==> config.mk <==
export PLATFORM = sky130hd
export DESIGN_NAME = pipe_stage_reg
export DESIGN_NICKNAME = d
export VERILOG_FILES = /design/src/rtl/pipe_stage_reg.sv
export SDC_FILE = /design/constraint.sdc
export NUM_CORES = 1
export LEC_CHECK = 0
export ABC_AREA = 0
export BUFFER_PORTS_ARGS = -buffer_cell sky130_fd_sc_hd__buf_2
export CORE_UTILIZATION = 35
export CTS_BUF_LIST = sky130_fd_sc_hd__clkbuf_4
export CTS_CLUSTER_SIZE = 25
export DETAILED_ROUTE_END_ITERATION = 7
export HOLD_SLACK_MARGIN = 0.02
export PLACE_DENSITY = 0.61
export RECOVER_POWER = 25
export SLEW_MARGIN = 10
export SYNTH_ARGS = -nofsm -noshare
export SYNTH_HDL_FRONTEND = slang
export SYNTH_SLANG_ARGS = --single-unit
export TNS_END_PERCENT = 10
==> constraint.sdc <==
create_clock -name Clk -period 2.1 [get_ports Clk]
set_clock_uncertainty 0.2 [all_clocks]
set_input_delay 0.315 -clock Clk [delete_from_list [all_inputs] [get_ports Clk]]
set_output_delay 0.315 -clock Clk [all_outputs]
set_load 0.02 [all_outputs]
==> src/rtl/pipe_stage_reg.sv <==
// Inter-stage pipeline register: DEPTH stages of {valid, ctrl, data} with stall, flush,
// occupancy and a saturating bubble counter. Bubbles always carry a zero control word.
module pipe_stage_reg #(
  parameter int CTRL_W    = 8,
  parameter int DATA_W    = 106,
  parameter int DEPTH     = 1,
  parameter bit FLUSH_ALL = 1'b0
) (
  input  logic                           Clk,
  input  logic                           Rst,
  input  logic                           In_Valid,
  input  logic [CTRL_W-1:0]              In_Ctrl,
  input  logic [DATA_W-1:0]              In_Data,
  input  logic                           Stall,
  input  logic                           Flush,
  output logic                           Out_Valid,
  output logic [CTRL_W-1:0]              Out_Ctrl,
  output logic [DATA_W-1:0]              Out_Data,
  output logic [$clog2(DEPTH+1)-1:0]     Occupancy,
  output logic [15:0]                    Bubble_Count
);

  localparam int OCC_W = $clog2(DEPTH+1);

  logic [DEPTH-1:0]  valid_q, valid_d;
  logic [CTRL_W-1:0] ctrl_q [DEPTH];
  logic [CTRL_W-1:0] ctrl_d [DEPTH];
  logic [DATA_W-1:0] data_q [DEPTH];
  logic [DATA_W-1:0] data_d [DEPTH];
  logic [OCC_W-1:0]  occ_q, occ_d;
  logic [15:0]       bubble_q, bubble_d;

  always_comb begin
    valid_d = valid_q;
    ctrl_d  = ctrl_q;
    data_d  = data_q;
    if (Flush && FLUSH_ALL) begin
      for (int i = 0; i < DEPTH; i++) begin
        valid_d[i] = 1'b0;
        ctrl_d[i]  = '0;
        data_d[i]  = '0;
      end
    end else begin
      // Older stages keep draining during a flush even if Stall is also high.
      if (Flush || !Stall) begin
        for (int i = 1; i < DEPTH; i++) begin
          valid_d[i] = valid_q[i-1];
          ctrl_d[i]  = ctrl_q[i-1];
          data_d[i]  = data_q[i-1];
        end
      end
      if (Flush) begin
        valid_d[0] = 1'b0;
        ctrl_d[0]  = '0;
        data_d[0]  = '0;
      end else if (!Stall) begin
        valid_d[0] = In_Valid;
        ctrl_d[0]  = In_Ctrl & {CTRL_W{In_Valid}};
        data_d[0]  = In_Data;
      end
    end
  end

  always_comb begin
    occ_d = '0;
    for (int i = 0; i < DEPTH; i++) begin
      occ_d = occ_d + OCC_W'(valid_d[i]);
    end
  end

  always_comb begin
    bubble_d = bubble_q;
    if (!Stall && !Flush && !valid_q[DEPTH-1] && (bubble_q != 16'hFFFF)) begin
      bubble_d = bubble_q + 16'd1;
    end
  end

  always_ff @(posedge Clk) begin
    if (!Rst) begin
      valid_q  <= '0;
      occ_q    <= '0;
      bubble_q <= '0;
      for (int i = 0; i < DEPTH; i++) begin
        ctrl_q[i] <= '0;
        data_q[i] <= '0;
      end
    end else begin
      valid_q  <= valid_d;
      ctrl_q   <= ctrl_d;
      data_q   <= data_d;
      occ_q    <= occ_d;
      bubble_q <= bubble_d;
    end
  end

  assign Out_Valid    = valid_q[DEPTH-1];
  assign Out_Ctrl     = ctrl_q[DEPTH-1];
  assign Out_Data     = data_q[DEPTH-1];
  assign Occupancy    = occ_q;
  assign Bubble_Count = bubble_q;

endmodule

-- After elaboration in Yosys (flattened, before gate mapping)
Index checks and enable logic that the tools add are counted.
- add/subtract/negate cells: 1
- eq/ne operators: 1
- bitwise gates (word level): 2
- reductions and logical operators: 7
- operators by type and width (cell ; number):
    $add 16x1->16 const B ; 1
    $ne 16x16->1 const B ; 1
    $and 8x8->8 ; 1
    $logic_and 1x1->1 ; 3
    $logic_not 1->1 ; 3
    $reduce_or 2->1 ; 1
    $not 1->1 ; 1
- bits in registers: 131
- input port bits: 119
- output and inout port bits: 132

-- Longest topological paths before layout
Gate-level depths: netlist of the first run.
- depth after elaboration: 4
- mapped depth: 7
- depth with buffers taken out: 6

-- Worst setup path before layout of the first run
Ideal clock, no wire load.
- kind: reg2reg
- from: register bubble_q[0] (netlist: Bubble_Count[0])
- to: register bubble_q[7] (netlist: Bubble_Count[7])
- setup time: 0.128 ns
- data arrival time: 1.648 ns
- required time: 1.772 ns
- setup slack: 0.124 ns
- stages on the path, launching flop included: 8
- path buffers: 1
- cells stage by stage: dfxtp_1 -> ha_1 -> and4_1 -> and2_2 -> buf_6 -> a2111oi_4 -> xnor2_1 -> nor2_1
- word-level cells in the longest chain between the ends: 2
- elaborated cells on any way between the ends: 3
- classes of those cells: 1 x add/sub; 1 x eq/ne; 1 x reduce/logical
- ends and longest elaborated chain (item ; line ; source):
    start, declared ; 31 ; logic [15:0] bubble_q, bubble_d;
    start signal, assigned ; 92 ; bubble_q <= bubble_d;
    branches (longest 2 deep; another with $add 16x1->16) ; n/a ;
Parallel ways; which one is timed is not known.
A chain may end at the register's enable or synchronous reset.

-- Worst setup path after layout of the first run
Same ends and word-level chain as after synthesis.

==> results of run 1 <==
## through the flow
| step | worst slack (ns) | utilization (%) |
|---|---|---|
| finish | 0.198 | 58.0 |
| global route | 0.0995 | 58.0 |
| CTS | 0.0986 | 58.0 |
| detailed placement | 0.0952 | 47.1 |
| global placement | 0.166 | 47.1 |
| floorplan | 0.124 | - |
## cells by family after synthesis
family / Yosys count / synth area share (%)
AND/OR/NAND/NOR: 165 / 14.3
flip-flops: 131 / 53.8
multiplexers: 110 / 22.6
buffers and inverters: 34 / 3.31
AO/OA/AOI/OAI: 18 / 3.62
XOR/XNOR: 12 / 2.16
adder cells (fa/ha/maj): 1 / 0.257
## per-layer routing
layer | vias up | share of wire [%]
met2 | 190 | 50
met3 | 42 | 6.1
met1 | 2151 | 40
met5 | - | 0
met4 | 0 | 3.3
li1 | 2328 | -
## flip-flops by register name (all words and copies together), names as in the netlist
| signal | cells |
|---|---|
| Out_Data | 106 |
| Bubble_Count | 16 |
| Out_Ctrl | 8 |
| Occupancy | 1 |
## power breakdown
| group | switching [mW] | total, mW | internal [mW] |
|---|---|---|---|
| combinational | 0.353 | 0.746 | 0.393 |
| sequential | 0.0387 | 2.59 | 2.56 |
| clock | 0.887 | 1.63 | 0.744 |
| total | 1.28 | 4.97 | 3.69 |
## worst max-delay path: cells and delay by family (launching register included)
kind | cells | cell delay [ns]
simple gates | 3 | 0.52
flops | 1 | 0.37
compound gates | 1 | 0.32
fa+ha+maj | 1 | 0.24
xor+xnor | 1 | 0.15
## worst paths after layout
check | start | cells after the start | slack, ns | end
max | Bubble_Count[0]$_SDFFE_PN0P_ | 6 | 0.20 | Bubble_Count[7]$_SDFFE_PN0P_
min | Stall | 4 | 0.09 | Out_Data[53]$_SDFFE_PP0N_
max reg2reg | Bubble_Count[0]$_SDFFE_PN0P_ | 6 | 0.20 | Bubble_Count[7]$_SDFFE_PN0P_
min reg2reg | Out_Data[4]$_SDFFE_PP0N_ | 2 | 0.30 | Out_Data[4]$_SDFFE_PP0N_
## Yosys cell counts
library cell | n | area (um2)
sky130_fd_sc_hd__a21oi_1 | 2 | 10.0
sky130_fd_sc_hd__and3_1 | 3 | 18.8
sky130_fd_sc_hd__buf_4 | 3 | 22.5
sky130_fd_sc_hd__xnor2_1 | 11 | 96.3
sky130_fd_sc_hd__nand2b_1 | 3 | 18.8
sky130_fd_sc_hd__ha_1 | 1 | 12.5
sky130_fd_sc_hd__or3_4 | 1 | 11.3
sky130_fd_sc_hd__buf_2 | 12 | 60.1
sky130_fd_sc_hd__inv_1 | 2 | 7.51
sky130_fd_sc_hd__a211oi_2 | 1 | 12.5
sky130_fd_sc_hd__or3_1 | 1 | 6.26
sky130_fd_sc_hd__and3_2 | 1 | 7.51
sky130_fd_sc_hd__xor2_1 | 1 | 8.76
sky130_fd_sc_hd__and4_1 | 1 | 8.76
sky130_fd_sc_hd__nor3_1 | 3 | 15.0
sky130_fd_sc_hd__dfxtp_1 | 131 | 2620
sky130_fd_sc_hd__buf_6 | 1 | 11.3
sky130_fd_sc_hd__a2111oi_4 | 2 | 55.1
sky130_fd_sc_hd__a22oi_1 | 8 | 60.1
sky130_fd_sc_hd__buf_1 | 4 | 15.0
sky130_fd_sc_hd__nand4_2 | 1 | 12.5
sky130_fd_sc_hd__nor2b_1 | 1 | 6.26
sky130_fd_sc_hd__nand4_1 | 4 | 25.0
sky130_fd_sc_hd__and2_2 | 1 | 7.51
sky130_fd_sc_hd__nand3_1 | 6 | 30.0
sky130_fd_sc_hd__clkbuf_1 | 12 | 45.0
sky130_fd_sc_hd__mux2i_1 | 110 | 1100
sky130_fd_sc_hd__nor3_2 | 1 | 10.0
sky130_fd_sc_hd__nand2_1 | 8 | 30.0
sky130_fd_sc_hd__nor2_1 | 130 | 488
sky130_fd_sc_hd__a21oi_2 | 1 | 8.76
sky130_fd_sc_hd__a211oi_1 | 4 | 30.0
## repair_timing
| item | 4_1_cts | 5_1_grt |
|---|---|---|
| buffers inserted | 0 | 0 |
| endpoints found under the hold margin | 117 | 0 |
| gates resized for setup | 0 | 2 |
| hold buffers | 119 | 0 |
| setup endpoints to repair | 0 | 2 |
## cell type report
class,count,share of cell area (%)
flip-flops and latches,131,33.7
repair buffers,382,32.7
multi-input cells,306,27.1
well taps,176,2.83
clock buffers,21,2.03
clock inverters,11,1.45
inverters,2,0.0966
diodes,1,0.0322
==> results summary, run 1 <==
The run finished with clean final reports. The area used by multi-input combinational logic came out at 2100 um2. The total routed wirelength came out at 14.2 mm. The die area is 14400 um2.

The total count of max-transition violations in the final report came out at 0. The clock-pin slew on the worst setup and hold paths is 0.11 ns. The total power per unit cell area came out at 640 nW/um2. On the critical path, the stage with the largest delay is an instance of sky130_fd_sc_hd__dfxtp_1. The count of boundary I/O pins came out at 251.

The most utilized layer in the global route result is met2. During synthesis, Yosys emitted a total of 0 warnings. For the pin with the worst max-slew slack, the measured transition is 0.819 ns. The count of antenna-violating nets left after detailed routing is 0.

For this design, the sink count on the clock tree is 131. For this run, the number of standard cells in the final layout without fillers is 1030. The H-tree was split into 4 levels.

The pin count of the biggest net entering global routing is 76. The final clock period utilization by the worst path is 90.6%. The number of maximum-capacitance violations came out at 0. The first-pass GRT wire length is 22.4 mm.

The residual DRC count came out at 0. For this run the aggregate overflow at the end of global routing stands at 0. STA classifies the critical path startpoint as a flip-flop.

The final RePlAce weighted congestion is 0.790. The via density per instance is 4.57. The final hold violation count is 0. The total of buffers placed on input and output ports is 250.

After detailed routing, the average wire length per cell comes to 13.8 um. Global routing used 19.8% of the available tracks. The initial utilization of the core area, before any placement, comes to 36.4%. The total placed instance area is 6320 um2. The relative max-transition margin came out at 45.3%. The final setup violation count came out at 0. The met1 demand-to-capacity share in global routing is 21.4%. The library cell used most frequently in the layout, excluding fill and tap cells, is sky130_fd_sc_hd__buf_2. For this run, the post-layout net count is 960. With fillers left out, the area of the finished cells amounts to 7770 um2. At the worst endpoint, the required time is 2.30 ns. The library cells used most frequently in the layout, excluding fill and tap cells, are 248 x sky130_fd_sc_hd__buf_2, 131 x sky130_fd_sc_hd__dfxtp_1, 130 x sky130_fd_sc_hd__nor2_1. For the worst-skew pair, the clock arrives at the later sink with an insertion delay of 0.51 ns. The floorplan has 42 rows. Setup repair after global routing left no endpoint under its margin. The post-layout total power is 4.97 mW. The met3 layer usage reported by global route came out at 6.32%. In the synthesized netlist, the number of instances is 471.

The maximum clock path buffer count is 2. TritonCTS built the clock tree. STA classifies the critical path endpoint as a flip-flop.

Cells with a size suffix above 1 make up 35.4% of the layout. The number of buffers added by the clock tree synthesis step came out at 17. The largest fanout of any net on the critical path is 10. The met2 layer usage reported by global route is 34.4%. The number of global-route vias before repair came out at 4672. The number of iterations in the first detailed-routing pass came out at 4. The storage element area came out at 2620 um2. The number of inserted filler cells in the final layout is 1170. The final critical-path required period is 1.90 ns.

The delay contributed by the slowest stage of the critical path is 0.37 ns. The post-synthesis cell type count came out at 32. The startpoint-to-endpoint class of the critical path is reg2reg. The signal on the critical path passes through ha_1 > and4_1 > and2_4 > a2111oi_4 > xnor2_1 > nor2_1.

The tree is rooted in a sky130_fd_sc_hd__clkbuf_4. The DRC marker count from the first detailed-route iteration is 191. The final route contains 4711 vias.

In this run the vertical extent of the chip is 120 um. The HPWL reported at the end of detailed placement is 9.20 mm. The total negative slack came out at 0 ns. The total placed cells including tap cells is 878. The count of state elements after synthesis is 131.

The upper clock frequency limit is 526 MHz. The net count after synthesis is 591. The worst hold-check slack came out at 0.0921 ns. The width of the die is 120 um. The class of the most critical hold timing path is in2reg. The post-synthesis average cell area is 10.3 um2.

The sequential element share of the synthesized area is 53.8%. In this run the standard cell core region covers 13400 um2. Data arrives at the worst endpoint at 2.11 ns. The number of antenna violations at the first check in global routing was 0. From synthesis to final layout, the design area changed by 59.4%.

The area of the mapped netlist came out at 4870 um2. The maximum vdd drop is 0.434 mV. The leakage power total came out at 3.88 nW.
Power figures use the tool's default switching activity.
==> run 2, diff against run 1 <==
--- a/config.mk
+++ b/config.mk
@@ -12,7 +12,7 @@
 export CTS_CLUSTER_SIZE = 25
 export DETAILED_ROUTE_END_ITERATION = 7
 export HOLD_SLACK_MARGIN = 0.02
-export PLACE_DENSITY = 0.61
+export PLACE_DENSITY = 0.64
 export RECOVER_POWER = 25
 export SLEW_MARGIN = 10
 export SYNTH_ARGS = -nofsm -noshare
==> constraint.sdc (replaced) <==
create_clock -name Clk -period 1.66 [get_ports Clk]
set_clock_uncertainty 0.2 [all_clocks]
set_input_delay 0.249 -clock Clk [delete_from_list [all_inputs] [get_ports Clk]]
set_output_delay 0.249 -clock Clk [all_outputs]
set_load 0.02 [all_outputs]
==> run 2 against run 1 <==
  * The run now ends with negative setup slack left
  * Non-clock buffer count increased by 36
  * Via count is 4.5% higher
  * Power rose by 36%
  * Critical path depth did not move
  * Final area increased by 8.1%
  * Critical path type unchanged
  * Routed wire length rose by 5.2%
  * Die area is the same
  * Fmax grew 10%
  * Utilization grew 4.7 points
  * Sequential cell count did not move
  * Largest cell class is now non-clock buffers
==> results summary, run 2 (same netlist as run 1, synthesis figures left out) <==
The run finished, with violations left. The checks that failed: negative setup slack. The number of inserted filler cells in the final layout came out at 1100 (-6.0%). The switching power is 1.67 mW (+31%). The count of antenna-violating nets left after detailed routing is 0 (unchanged). The number of buffers added by the clock tree synthesis step came to 17 (unchanged). The slew at the pin with the worst max-slew slack is 0.475 ns (-0.344 ns). The number of iterations in the first detailed-routing pass came out at 4 (unchanged). Setup repair after global routing could not meet its margin everywhere. The maximum vdd drop is 0.609 mV (+40%).

The number of global-route vias before repair came out at 5175 (+11%). The most common cell after layout, fill and taps aside is sky130_fd_sc_hd__buf_2. The HPWL reported at the end of detailed placement came out at 9.48 mm (+3.1%). The number of maximum-capacitance violations came out at 0 (unchanged).

The clock group share of total power came out at 36.9% (+4.1 points). The worst setup path is launched from a flip-flop. The total power per unit cell area is 806 nW/um2 (+26%). The internal cell power came out at 5.10 mW (+38%).

The overall global routing resource usage came out at 20.9% (+1.1 points). The startpoint-to-endpoint class of the critical path is reg2reg. The fraction of final layout cells with drive strength greater than 1 is 40.1% (+4.7 points). The DRC marker count from the first detailed-route iteration is 160 (-16%). The total placed instance area came out at 6590 um2 (+4.3%). The number of nets in the layout is 997 (+3.9%). The number of antenna violations at the first check in global routing was 0 (unchanged). The post-layout total power is 6.77 mW (+36%). The number of flip-flops under the largest register name is 106 (unchanged).

The leakage power total came out at 4.17 nW (+7.5%). The clock sink count is 131 (unchanged). The initial core utilization came out at 36.4% (unchanged). The cell sitting at the root of the clock tree is a sky130_fd_sc_hd__clkbuf_4. The worst path required time was 1.92 ns (-0.38 ns). The total routed wirelength was 15.0 mm (+5.2%). The count of boundary I/O pins came out at 251 (unchanged).

The via count of the routed design is 4922 (+4.5%). The width of the die came out at 120 um (unchanged). The final setup violation count came to 4 (+4).

The relative max-transition margin is 68.3% (+23 points). The average detailed-routed wire length per instance is 14.0 um (+1.5%). The pin count of the biggest net entering global routing is 45 (-41%). Leaving out fill and tap cells, the most frequent cells in the layout are 233 x sky130_fd_sc_hd__buf_2, 129 x sky130_fd_sc_hd__nor2_1, 128 x sky130_fd_sc_hd__dlygate4sd3_1.

The post-layout instance count excluding filler cells came out at 1067 (+3.6%). The via density per instance came out at 4.61 (+0.86%). The post-layout worst setup margin came out at -0.0662 ns (-0.264 ns). The area used by multi-input combinational logic is 2180 um2 (+3.7%). The total of buffers placed on input and output ports is 250 (unchanged).

The logic gate share of total power is 14.6% (-0.4 points). The setup slack at placement is -0.162 ns (-0.257 ns). The maximum clock path buffer count is 2 (unchanged). The total placed cells including tap cells came out at 904 (+3.0%). The final RePlAce weighted congestion is 0.752 (-4.7%). The class of the most critical hold timing path is in2reg. The post-route standard cell area excluding fillers came out at 8400 um2 (+8.1%). The total count of max-transition violations in the final report came out at 0 (unchanged).

The share of total power consumed by net switching is 24.7% (-0.98 points). The source-to-sink clock delay at the later pin of the worst-skew pair is 0.52 ns (about the same). The signed area change from the synthesized netlist to the final layout came out at 72.4%. The final critical-path required period was 1.73 ns (-0.176 ns).

The site row count came out at 42 (unchanged). The die boundary height came out at 120 um (unchanged). The storage element area is 2650 um2 (+1.0%). The die area is 14400 um2 (unchanged). The final clock period utilization by the worst path is 104% (+13 points). The worst endpoint data arrival time is 1.99 ns (-0.12 ns). The worst setup path is captured at a flip-flop.

The first-pass GRT wire length is 23.6 mm (+5.1%). The residual DRC count is 0 (unchanged). The upper clock frequency limit is 579 MHz (+10%). The core region area is 13400 um2 (unchanged). The largest fanout of any net on the critical path was 4 (-6).

The H-tree depth came out at 4 (unchanged). The clock-pin slew on the worst setup and hold paths was 0.11 ns (about the same). The clock tree from TritonCTS is yes. The sequential group share of total power is 48.5% (-3.7 points). The final hold violation count is 0 (unchanged). The total overflow reported by the global router came out at 0 (unchanged).
==> run 2: cell types whose count changed in the layout (fill, tap and decap cells not counted), moves of 9 or more <==
cell,before,now
sky130_fd_sc_hd__dfxtp_1,131,116
sky130_fd_sc_hd__buf_4,12,25
sky130_fd_sc_hd__dfxtp_2,0,12
sky130_fd_sc_hd__buf_6,1,27
sky130_fd_sc_hd__buf_2,248,233
sky130_fd_sc_hd__dlygate4sd3_1,119,128
==> run 2: power by group through the flow <==
| stage | Combinational (mW) | Sequential, mW | Clock (mW) |
|---|---|---|---|
| floorplan | 0.312 | 3.47 | 0 |
| global placement | 0.738 | 3.35 | 0 |
| detailed placement | 0.752 | 3.35 | 0 |
| CTS | 0.987 | 3.28 | 2.59 |
| global route | 1.06 | 3.29 | 2.74 |
| finish | 0.988 | 3.28 | 2.50 |
==> run 2: final timing paths <==
kind	from	endpoint	slack (ns)	depth (start not counted)
setup / recovery	Bubble_Count[0]$_SDFFE_PN0P_	Bubble_Count[13]$_SDFFE_PN0P_	-0.07	6
hold / removal	In_Valid	Out_Ctrl[7]$_SDFFE_PP0N_	0.09	4
setup reg to reg	Bubble_Count[0]$_SDFFE_PN0P_	Bubble_Count[13]$_SDFFE_PN0P_	-0.07	6
hold reg to reg	Out_Data[80]$_SDFFE_PP0N_	Out_Data[80]$_SDFFE_PP0N_	0.30	2
==> run 2: metal layers <==
metal	GRT usage, %	wire length [um]
met1	20.6	5610
met2	38.3	7880
met3	5.80	797
met4	13.0	678
met5	0	0
==> run 2: layout make-up <==
class	count	area share [%]
inverter	2	0.0894
clock inverter	15	2.55
clock buffer	17	1.52
antenna	1	0.0298
multi-input combinational	307	26.0
tap	176	2.62
timing repair buffer	418	35.7
sequential	131	31.5
==> run 2: critical path: stages, from the launching register on <==
cell and delay (ns):
sky130_fd_sc_hd__dfxtp_4 0.38, sky130_fd_sc_hd__ha_4 0.15, sky130_fd_sc_hd__and4_4 0.18, sky130_fd_sc_hd__buf_6 0.12, sky130_fd_sc_hd__a211oi_4 0.25, sky130_fd_sc_hd__and3_4 0.22, sky130_fd_sc_hd__mux2i_1 0.16
==> run 2: per-stage QoR <==
stage                     utilization [%]  hold WS, ns  setup TNS (ns)
after detailed placement             49.2        0.281           -1.16
after global routing                 62.7       0.0521           -1.16
after floorplan                         -        0.193           -1.44
final                                62.7       0.0879          -0.208
after CTS                            62.5       0.0742          -0.375
after global placement               49.2        0.270          -0.724
==> run 2: timing repair <==
action / 4_1_cts / 5_1_grt
endpoints found under the setup margin: 33 / 34
buffers inserted: 1 / 0
hold buffers: 128 / 0
pin swaps: 5 / 5
endpoints found under the hold margin: 119 / 0
cloned: 1 / 0
gates resized for setup: 52 / 17
==> run 3, diff against run 2 <==
--- a/config.mk
+++ b/config.mk
@@ -7,12 +7,14 @@
 export LEC_CHECK = 0
 export ABC_AREA = 0
 export BUFFER_PORTS_ARGS = -buffer_cell sky130_fd_sc_hd__buf_2
+export CORE_MARGIN = 4
 export CORE_UTILIZATION = 35
 export CTS_BUF_LIST = sky130_fd_sc_hd__clkbuf_4
 export CTS_CLUSTER_SIZE = 25
 export DETAILED_ROUTE_END_ITERATION = 7
 export HOLD_SLACK_MARGIN = 0.02
-export PLACE_DENSITY = 0.64
+export MAX_ROUTING_LAYER = met4
+export PLACE_DENSITY = 0.61
 export RECOVER_POWER = 25
 export SLEW_MARGIN = 10
 export SYNTH_ARGS = -nofsm -noshare
==> constraint.sdc (replaced) <==
create_clock -name Clk -period 1.9 [get_ports Clk]
set_clock_uncertainty 0.2 [all_clocks]
set_input_delay 0.285 -clock Clk [delete_from_list [all_inputs] [get_ports Clk]]
set_output_delay 0.285 -clock Clk [all_outputs]
set_load 0.02 [all_outputs]
==> run 3 against run 2 <==
  * Highest routed layer unchanged
  * The run now ends clean
  * Hold slack better by 0.015 ns
  * Setup slack better by 0.13 ns
  * Global-route usage is 1.7 points lower
  * Register-to-register slack better by 0.13 ns
  * Non-clock buffer count is 36 lower
  * Critical endpoint is now Bubble_Count[7]$_SDFFE_PN0P_
  * Critical path type unchanged
  * Clock-buffer cell count is 6 higher
==> results summary, run 3 (same netlist as run 1, synthesis figures left out) <==
The clock sink count is 131 (unchanged). The number of global-route vias before repair is 5025 (-2.9%). The total placed cells including tap cells came out at 882 (-2.4%).

The largest fanout of any net on the critical path came out at 10 (+6). The residual DRC count came out at 0 (unchanged). Leaving out fill and tap cells, the most frequent cells in the layout are 249 x sky130_fd_sc_hd__buf_2, 130 x sky130_fd_sc_hd__nor2_1, 128 x sky130_fd_sc_hd__dfxtp_1. The via density per instance is 4.60 (-0.30%). The number of maximum-capacitance violations came to 0 (unchanged). Compared with the post-synthesis result, the final layout area differs by 59.4%. The number of nets in the layout came out at 960 (-3.7%). The maximum clock path buffer count came out at 2 (unchanged). The count of antenna-violating nets left after detailed routing came out at 0 (unchanged). The site row count came out at 42 (unchanged). The number of iterations in the first detailed-routing pass came to 5 (+1). The die area is 15900 um2 (+10%). The DRC marker count from the first detailed-route iteration was 198 (+24%). The post-route standard cell area excluding fillers is 7770 um2 (-7.5%). The clock tree from TritonCTS is yes. The final clock period utilization by the worst path came out at 96.7% (-7.2 points). The worst path required time came out at 2.08 ns (+0.16 ns).

The die boundary height came to 126 um (+5.0%). The total routed wirelength is 15.0 mm (+0.25%). The post-layout instance count excluding filler cells came out at 1028 (-3.7%). The final critical-path required period came to 1.84 ns (+0.112 ns).

The path class of the tightest hold or removal check is in2reg. The slew at the pin with the worst max-slew slack is 0.817 ns (+0.342 ns). Walking the worst path, the cells encountered are ha_2 > and4_1 > and2_4 > a2111oi_4 > xnor2_1 > nor2_1. The slowest stage of the critical path belongs to the cell sky130_fd_sc_hd__dfxtp_2. Clock tree synthesis selected as its root buffer the cell sky130_fd_sc_hd__clkbuf_4. STA classifies the critical path endpoint as a flip-flop. The initial core utilization came out at 36.2% (-0.14 points). The H-tree depth was 4 (unchanged). The overall global routing resource usage is 19.2% (-1.7 points). The number of flip-flops under the largest register name came out at 106 (unchanged). The library cell used most frequently in the layout, excluding fill and tap cells, is sky130_fd_sc_hd__buf_2.

The total placed instance area is 6380 um2 (-3.2%). STA classifies the critical path startpoint as a flip-flop. The maximum vdd drop came out at 0.398 mV (-35%).

The relative max-transition margin came to 45.4% (-23 points). By startpoint and endpoint, the worst setup path is classified as reg2reg. The final RePlAce weighted congestion came out at 0.788 (+4.7%). The upper clock frequency limit is 544 MHz (-6.1%). The final setup violation count came to 0 (-4). The clock-pin slew on the worst setup and hold paths came out at 0.10 ns (about the same). The delay contributed by the slowest stage of the critical path came to 0.33 ns (-0.05 ns). The flow ran to the end, and the final reports show no timing, DRC or antenna violations.

The first-pass GRT wire length is 24.2 mm (+2.4%). The source-to-sink clock delay at the later pin of the worst-skew pair came out at 0.51 ns (about the same). The number of antenna violations at the first check in global routing came out at 1 (+1).

The total count of max-transition violations in the final report came out at 0 (unchanged). The total negative slack is 0 ns (+0.208 ns). The worst endpoint data arrival time was 2.02 ns (+0.03 ns).

Setup repair after global routing could not meet its margin everywhere. The worst hold-check slack came to 0.103 ns (+0.0147 ns). The fraction of final layout cells with drive strength greater than 1 came out at 36.4% (-3.7 points). The average detailed-routed wire length per instance came to 14.6 um (+4.1%). The via count of the routed design is 4728 (-3.9%). The pin count of the biggest net entering global routing came out at 79 (+76%). The total overflow reported by the global router came out at 0 (unchanged). The number of buffers added by the clock tree synthesis step is 17 (unchanged). The count of boundary I/O pins came out at 251 (unchanged).

The total setup buffers inserted after CTS came out at 0 (-1). The HPWL reported at the end of detailed placement is 9.86 mm (+4.0%). The width of the die came out at 126 um (+5.0%). The total power per unit cell area is 704 nW/um2 (-13%). The leakage power total came out at 3.90 nW (-6.4%). The total of buffers placed on input and output ports is 250 (unchanged). The core region area was 13500 um2 (+0.39%). The final hold violation count is 0 (unchanged).
-- run 3: changes by cell type in the layout (fill, tap and decap cells not counted), moves of 3 or more --
cell	before	now
sky130_fd_sc_hd__dlygate4sd3_1	128	115
sky130_fd_sc_hd__dfxtp_1	116	128
sky130_fd_sc_hd__dfxtp_2	12	3
sky130_fd_sc_hd__buf_6	27	1
sky130_fd_sc_hd__dfxtp_4	3	0
sky130_fd_sc_hd__bufinv_16	5	2
sky130_fd_sc_hd__clkinv_4	3	0
sky130_fd_sc_hd__buf_2	233	249
sky130_fd_sc_hd__clkbuf_4	19	25
sky130_fd_sc_hd__buf_4	25	14
-- run 3: final cells by class --
cell class | count | area (um2)
antenna | 1 | 2.50
inverter | 2 | 7.51
multi-input combinational | 306 | 2110
clock inverter | 7 | 85.1
clock buffer | 23 | 173
fill | 1190 | 5680
timing repair buffer | 382 | 2550
sequential | 131 | 2630
tap | 176 | 220
-- run 3: through the flow --
step / worst slack, ns / power (mW) / util (%)
after global routing: -0.00162 / 5.73 / 57.8
after CTS: 0.0657 / 5.55 / 57.9
after detailed placement: -0.000814 / 3.57 / 47.4
final: 0.0619 / 5.47 / 57.8
after floorplan: -0.00186 / 3.30 / -
after global placement: 0.0466 / 3.55 / 47.4
-- run 3: worst max-delay path, delay by kind of cell, from the launching register on --
| kind | cells | cell delay, ns |
|---|---|---|
| flops | 1 | 0.33 |
| compound gates | 1 | 0.33 |
| simple gates | 3 | 0.51 |
| xor+xnor | 1 | 0.16 |
| fa+ha+maj | 1 | 0.18 |
-- run 3: timing repair --
action,in CTS,in global routing
resized for setup,1,2
endpoints found under the setup margin,1,1
hold buffers,115,0
hold endpoints to repair,116,0
-- run 3: metal layers --
metal	GRT usage [%]	wire length (um)	vias up
met1	20.5	5840	2189
met3	4.28	853	36
met2	33.6	7820	185
met5	-	0	-
li1	-	-	2318
met4	8.96	495	0
-- run 3: final timing paths --
kind / slack, ns / cells after the start / endpoint / startpoint
worst min register to register: 0.30 / 2 / Out_Data[7]$_SDFFE_PP0N_ / Out_Data[7]$_SDFFE_PP0N_
worst max-delay path: 0.06 / 6 / Bubble_Count[7]$_SDFFE_PN0P_ / Bubble_Count[0]$_SDFFE_PN0P_
worst min-delay path: 0.10 / 4 / Occupancy$_SDFFE_PP0N_ / Stall
worst max register to register: 0.06 / 6 / Bubble_Count[7]$_SDFFE_PN0P_ / Bubble_Count[0]$_SDFFE_PN0P_
-- run 3: report_power, final --
group	switching [mW]	internal, mW	leakage, nW
clock	0.936	0.843	0.145
combinational	0.394	0.432	2.69
sequential	0.0411	2.83	1.07
total	1.37	4.10	3.90
